$ cat config.mk
export PLATFORM = sky130hd
export DESIGN_NAME = stack_ctrl
export DESIGN_NICKNAME = d
export VERILOG_FILES = /design/src/rtl/stack_ctrl_pkg.sv /design/src/rtl/stack_ctrl.sv
export SDC_FILE = /design/constraint.sdc
export NUM_CORES = 1
export LEC_CHECK = 0
export CAP_MARGIN = 20
export CORE_MARGIN = 2
export CORE_UTILIZATION = 25
export DETAILED_ROUTE_END_ITERATION = 10
export RECOVER_POWER = 100
export SLEW_MARGIN = 20
export SYNTH_ARGS = -nofsm -noshare
export SYNTH_HDL_FRONTEND = slang
export SYNTH_SLANG_ARGS = --single-unit
$ cat constraint.sdc
create_clock -name clk -period 1.7 [get_ports clk]
set_input_delay 0.34 -clock clk [delete_from_list [all_inputs] [get_ports clk]]
set_output_delay 0.34 -clock clk [all_outputs]
set_load 0.005 [all_outputs]
$ cat src/rtl/stack_ctrl_pkg.sv
// Shared encodings for the stack-machine control unit: opcodes, ALU selects,
// state codes and the bundle of datapath control strobes.
package stack_ctrl_pkg;

  localparam logic [2:0] OP_ADD  = 3'b000;
  localparam logic [2:0] OP_SUB  = 3'b001;
  localparam logic [2:0] OP_AND  = 3'b010;
  localparam logic [2:0] OP_NOT  = 3'b011;
  localparam logic [2:0] OP_PUSH = 3'b100;
  localparam logic [2:0] OP_POP  = 3'b101;
  localparam logic [2:0] OP_JMP  = 3'b110;
  localparam logic [2:0] OP_JZ   = 3'b111;

  localparam logic [1:0] ALU_ADD = 2'b00;  // A + B
  localparam logic [1:0] ALU_SUB = 2'b01;  // B - A
  localparam logic [1:0] ALU_AND = 2'b10;  // A & B

  localparam logic [1:0] SRC_B_STACK = 2'b00;
  localparam logic [1:0] SRC_B_ONE   = 2'b01;
  localparam logic [1:0] SRC_B_FF    = 2'b10;
  localparam logic [1:0] SRC_B_ZERO  = 2'b11;

  typedef enum logic [3:0] {
    FETCH  = 4'd0,
    DECODE = 4'd1,
    POP1   = 4'd2,
    POP2   = 4'd3,
    LDA    = 4'd4,
    EXEC   = 4'd5,
    MRD    = 4'd6,
    PWB    = 4'd7,
    MWR    = 4'd8,
    JMP    = 4'd9,
    TOS    = 4'd10,
    JZX    = 4'd11
  } state_e;

  typedef struct packed {
    logic       ld_pc;
    logic       pc_dst;
    logic       cn_pc_ds;
    logic       adrr;
    logic       write;
    logic       ld_inst;
    logic       push;
    logic       pop;
    logic       tos;
    logic       st_data;
    logic       ld_a;
    logic       ld_mem;
    logic       alu_src_a;
    logic [1:0] alu_src_b;
    logic [1:0] alu_ctrl;
    logic       retire;
  } ctrl_t;

  // Two-operand ALU instructions map straight onto an ALU function.
  function automatic logic [1:0] alu_ctrl_for(input logic [2:0] op);
    case (op)
      OP_SUB:  return ALU_SUB;
      OP_AND:  return ALU_AND;
      default: return ALU_ADD;
    endcase
  endfunction

endpackage

$ cat src/rtl/stack_ctrl.sv
// Multicycle control unit for the 8-bit stack machine: a state register and a
// combinational next-state / strobe decode, one instruction at a time.
module stack_ctrl
  import stack_ctrl_pkg::*;
(
  input  logic       clk,
  input  logic       rst,
  input  logic       run,
  input  logic [2:0] opcode,
  input  logic       pc_sel,
  output logic       ld_pc,
  output logic       pc_dst,
  output logic       cn_pc_ds,
  output logic       adrr,
  output logic       write,
  output logic       ld_inst,
  output logic       push,
  output logic       pop,
  output logic       tos,
  output logic       st_data,
  output logic       ld_a,
  output logic       ld_mem,
  output logic       alu_src_a,
  output logic [1:0] alu_src_b,
  output logic [1:0] alu_ctrl,
  output logic       retire,
  output logic [3:0] state
);

  state_e state_q, state_d;
  ctrl_t  ctrl;
  ctrl_t  ctrl_out;

  // NOTE: state registers use non-blocking assignment so every flop samples
  // the pre-edge values regardless of evaluation order.
  always_ff @(posedge clk or posedge rst) begin
    if (rst) state_q <= FETCH;
    else     state_q <= state_d;
  end

  // NOTE: every signal written here gets a default first, so no path leaves
  // one unassigned and no latch is inferred.
  always_comb begin
    state_d = state_q;
    ctrl    = '0;
    case (state_q)
      FETCH: begin
        if (run) begin
          ctrl.adrr      = 1'b1;
          ctrl.ld_inst   = 1'b1;
          ctrl.alu_src_a = 1'b1;
          ctrl.alu_src_b = SRC_B_ONE;
          ctrl.alu_ctrl  = ALU_ADD;
          ctrl.ld_pc     = 1'b1;
          state_d        = DECODE;
        end
      end

      DECODE: begin
        case (opcode)
          OP_PUSH: state_d = MRD;
          OP_JMP:  state_d = JMP;
          OP_JZ:   state_d = TOS;
          default: state_d = POP1;  // ADD/SUB/AND/NOT/POP all start with a pop
        endcase
      end

      POP1: begin
        ctrl.pop = 1'b1;
        case (opcode)
          OP_ADD, OP_SUB, OP_AND: state_d = POP2;
          OP_NOT:                 state_d = LDA;
          OP_POP:                 state_d = MWR;
          default:                state_d = FETCH;
        endcase
      end

      // The registered stack output from POP1 is captured into A while the
      // second operand is popped into the stack output register.
      POP2: begin
        ctrl.pop  = 1'b1;
        ctrl.ld_a = 1'b1;
        state_d   = EXEC;
      end

      LDA: begin
        ctrl.ld_a = 1'b1;
        case (opcode)
          OP_NOT:  state_d = EXEC;
          OP_JZ:   state_d = JZX;
          default: state_d = FETCH;
        endcase
      end

      EXEC: begin
        ctrl.alu_src_a = 1'b0;
        ctrl.st_data   = 1'b0;
        ctrl.push      = 1'b1;
        ctrl.retire    = 1'b1;
        if (opcode == OP_NOT) begin
          ctrl.alu_src_b = SRC_B_FF;  // 0xFF - A is the bitwise complement
          ctrl.alu_ctrl  = ALU_SUB;
        end else begin
          ctrl.alu_src_b = SRC_B_STACK;
          ctrl.alu_ctrl  = alu_ctrl_for(opcode);
        end
        state_d = FETCH;
      end

      MRD: begin
        ctrl.adrr   = 1'b0;
        ctrl.ld_mem = 1'b1;
        state_d     = PWB;
      end

      PWB: begin
        ctrl.st_data = 1'b1;
        ctrl.push    = 1'b1;
        ctrl.retire  = 1'b1;
        state_d      = FETCH;
      end

      MWR: begin
        ctrl.adrr   = 1'b0;
        ctrl.write  = 1'b1;
        ctrl.retire = 1'b1;
        state_d     = FETCH;
      end

      JMP: begin
        ctrl.pc_dst = 1'b1;
        ctrl.ld_pc  = 1'b1;
        ctrl.retire = 1'b1;
        state_d     = FETCH;
      end

      TOS: begin
        ctrl.tos = 1'b1;
        state_d  = LDA;
      end

      // A passes through the ALU unchanged; the datapath's zero flag then
      // decides pc_sel, which loads the PC in this same cycle.
      JZX: begin
        ctrl.alu_src_a = 1'b0;
        ctrl.alu_src_b = SRC_B_ZERO;
        ctrl.alu_ctrl  = ALU_ADD;
        ctrl.cn_pc_ds  = 1'b1;
        ctrl.ld_pc     = pc_sel;
        ctrl.retire    = 1'b1;
        state_d        = FETCH;
      end

      default: state_d = FETCH;
    endcase
  end

  // Reset forces every output low at once, aborting any pending push/write.
  assign ctrl_out = rst ? '0 : ctrl;
  assign state    = rst ? 4'd0 : state_q;

  assign ld_pc     = ctrl_out.ld_pc;
  assign pc_dst    = ctrl_out.pc_dst;
  assign cn_pc_ds  = ctrl_out.cn_pc_ds;
  assign adrr      = ctrl_out.adrr;
  assign write     = ctrl_out.write;
  assign ld_inst   = ctrl_out.ld_inst;
  assign push      = ctrl_out.push;
  assign pop       = ctrl_out.pop;
  assign tos       = ctrl_out.tos;
  assign st_data   = ctrl_out.st_data;
  assign ld_a      = ctrl_out.ld_a;
  assign ld_mem    = ctrl_out.ld_mem;
  assign alu_src_a = ctrl_out.alu_src_a;
  assign alu_src_b = ctrl_out.alu_src_b;
  assign alu_ctrl  = ctrl_out.alu_ctrl;
  assign retire    = ctrl_out.retire;

endmodule

==> flow_metrics.py <==
metrics = {
    "routing": {
        "wl_per_cell_um": 15.4,
        "ant_nets": 0,
        "drtIter0Drc": 12,
        "drc": 0,
        "dr.pass1.iters": 4,
        "via_per_inst": 5.02,
        "routed_wl_um": 2880,
        "vias": 939,
    },
    "logic_synthesis": {
        "synth_edf_count": 0,
        "synth_top_area_frac": 0.179,
        "synth_flop_cell": "dfrtp_1",
        "synth.top_cells.by_area": "dfrtp_1, a21oi_1, nor3_1",
        "async_flop_share": 1.00,
        "synth_nets": 95,
        "synthCells": 88,
        "ys_warn_count": 0,
        "syn_area_per_cell_um2": 6.37,
        "synth-seq-cells": 4,
        "synth_top_area_cell": "dfrtp_1",
        "synth_cell_types": 31,
        "ys_seq_area_frac": 0.179,
        "synth_area_um2": 561,
    },
    "sta": {
        "slew_viol_final": 0,
        "fmax_ghz": 0.490,
        "worst_pin_slew_ns": 0.380,
        "relSlewSlack": 0.743,
        "rsz0062_at_grt": "yes",
        "fin_crit_sh": 1.20,
        "hold_viol": 0,
        "setup_ws_ns": -0.339,
        "period_minus_slack_ns": 2.04,
        "setup_viol": 13,
        "finClkSkew_ns": 0.00123,
    },
    "worst_setup_path": {
        "crit_buf_inv": 3,
        "cp_cell_sequence": "buf_4 > nand2b_4 > or4_4 > buf_6 > o21bai_1 > buf_2",
        "startpoint_type": "register",
        "worstPathRequired_ns": 1.36,
        "regToRegStartpoint": "state_q[0]",
        "arrival_ns": 1.70,
        "cp_top_family": "simple AND/OR/NAND/NOR gates",
        "crit_path_start": "state_q[3]",
        "cpPeakStageDelay_ns": 0.42,
        "end_kind": "output port",
        "cp_max_fo": 2,
        "cp_slowest_cell": "or4_4",
        "crit_type": "reg2out",
    },
    "outcome": {
        "status": "complete, but fails checks",
        "violations": "negative setup slack",
    },
    "cells_and_area": {
        "fillCellCount": 176,
        "layout-drive-gt1-share": 0.616,
        "seqCellArea_um2": 103,
        "instances_no_fill": 187,
        "final_common_cell": "buf_4",
        "nNetsFinal": 168,
        "reg_top3": "state_q (4)",
        "syn_to_final_growth_pct": 135,
        "antennaDiodeCount": 0,
        "most-common-layout-cells": "buf_4, buf_6, buf_2",
        "multiInputGateArea_um2": 505,
        "largest_reg_flops": 4,
        "top_register": "state_q",
    },
    "grt": {
        "overflow": 0,
        "grt_util_all_layers": 0.201,
        "antenna_found_initial": 0,
        "first_global_vias": 891,
        "grt_max_degree": 14,
        "grt_pass1_wl_um": 3920,
    },
    "placed_design": {
        "gp_congestion": 0.795,
        "dp_hpwl_um": 1590,
        "dp_cells": 159,
        "portBuffers": 28,
    },
    "floorplanning": {
        "rows": 17,
        "start_util": 0.258,
        "io_pins": 29,
        "coreArea_um2": 2170,
        "dieWidth_um": 51.4,
        "die_h_um": 51.4,
        "die_area_um2": 2640,
    },
    "pwr": {
        "power.internal_uw": 1040,
        "p_per_area_nw_per_um2": 1360,
        "p_clk_frac": 0.065,
        "p_leak_uw": 0.000633,
        "switching_share": 0.420,
        "total_power_uw": 1790,
        "combPwrFrac": 0.840,
        "p_switching_uw": 753,
        "pwr-share-seq": 0.095,
        "max-vdd-ir-drop_v": 0.000622,
    },
    "clock_network": {
        "cts_tree": "done",
        "clockBufferDepth": 2,
        "cts-root-buf": "clkbuf_4",
        "clkTransAtPathRegs_ns": 0.04,
        "clock_sinks": 4,
        "htree_levels": 1,
        "insertion_delay_ns": 0.23,
        "numCtsBuffers": 3,
    },
    "hold_path": {
        "worstHoldPathType": "in2async",
    },
    "run": {
        "maxCapViolations": 0,
    },
}
## synthesized netlist by cell type, types with 2 or more instances
cell type  count
o22ai_1        2
a31oi_1        2
nand4_1        2
clkbuf_1       2
nor3_1         8
nand2_1        7
buf_4          2
nand3b_1       2
o21ai_0        5
nand2b_1       4
nor2_1        10
nand3_1        2
inv_1          4
a21oi_1        8
dfrtp_1        4
nor3b_1        2
nor4_1         2
and3_1         2
buf_2          6
## per-stage QoR
step                 util  TNS, ns  setup slack [ns]  cell area, um2  hold slack (ns)
finish              0.608    -2.26            -0.339            1320            0.496
global route        0.608    -3.23            -0.412            1320            0.524
floorplan               -        0             0.141             561            0.111
CTS                 0.555    -1.38            -0.296            1200            0.461
global placement    0.466    -9.49            -0.735            1010            0.682
detailed placement  0.466    -9.97            -0.756            1010            0.656
## worst register-to-register path: cells and delay by family, from the launching register on
kind / cells / cell delay (ns)
flip-flops: 1 / 0.40
buffers and inverters: 5 / 0.65
AND/OR/NAND/NOR: 2 / 0.28
AO/OA/AOI/OAI: 2 / 0.31
## repair_timing
item                                    CTS  global route
endpoints found under the setup margin   22            20
hold buffers                              0             0
pin swaps                                12            14
gates resized for setup                 105            27
setup buffers                            14            11
## layer usage
| layer | up-vias | GRT usage | routed length, um |
|---|---|---|---|
| li1 | 459 | - | - |
| met2 | 44 | 0.366 | 1480 |
| met4 | 0 | 0.105 | 91 |
| met5 | - | 0 | 0 |
| met1 | 424 | 0.200 | 1130 |
| met3 | 12 | 0.0673 | 179 |
## final cells by class
class,instances,share of cell area
inverters,5,0.0237
repair buffers,78,0.472
clock buffers,3,0.0171
well taps,28,0.0265
flip-flops and latches,4,0.0777
multi-input cells,69,0.383
## power by group through the flow
stage / Sequential, uW / Combinational, uW / Clock [uW]
after global routing: 174 / 1600 / 128
after global placement: 158 / 872 / 0
after CTS: 178 / 1190 / 121
final: 171 / 1510 / 116
after floorplan: 153 / 457 / 0
after detailed placement: 158 / 889 / 0
## cell families (layout without fill, tap and decap cells)
group                  count (synthesis)  in the layout  share of synthesized area
buffers and inverters                 15             86                      0.127
AOI/OAI and AO/OA                     23             23                      0.246
DFF                                    4              4                      0.179
and+or+nand+nor                       46             46                      0.449
## path summary, 6_finish.rpt
check | endpoint | slack, ns | cells past startpoint
worst max-delay path | alu_src_b[1] | -0.34 | 6
worst min-delay path | state_q[3] | 0.50 | 4
worst max register to register | state_q[0] | -0.01 | 9
worst min register to register | state_q[1] | 0.73 | 3
max in group asynchronous | state_q[2] | 1.01 | 4
min in group clk | state_q[3] | 0.69 | 3
Power figures use the tool's default switching activity.
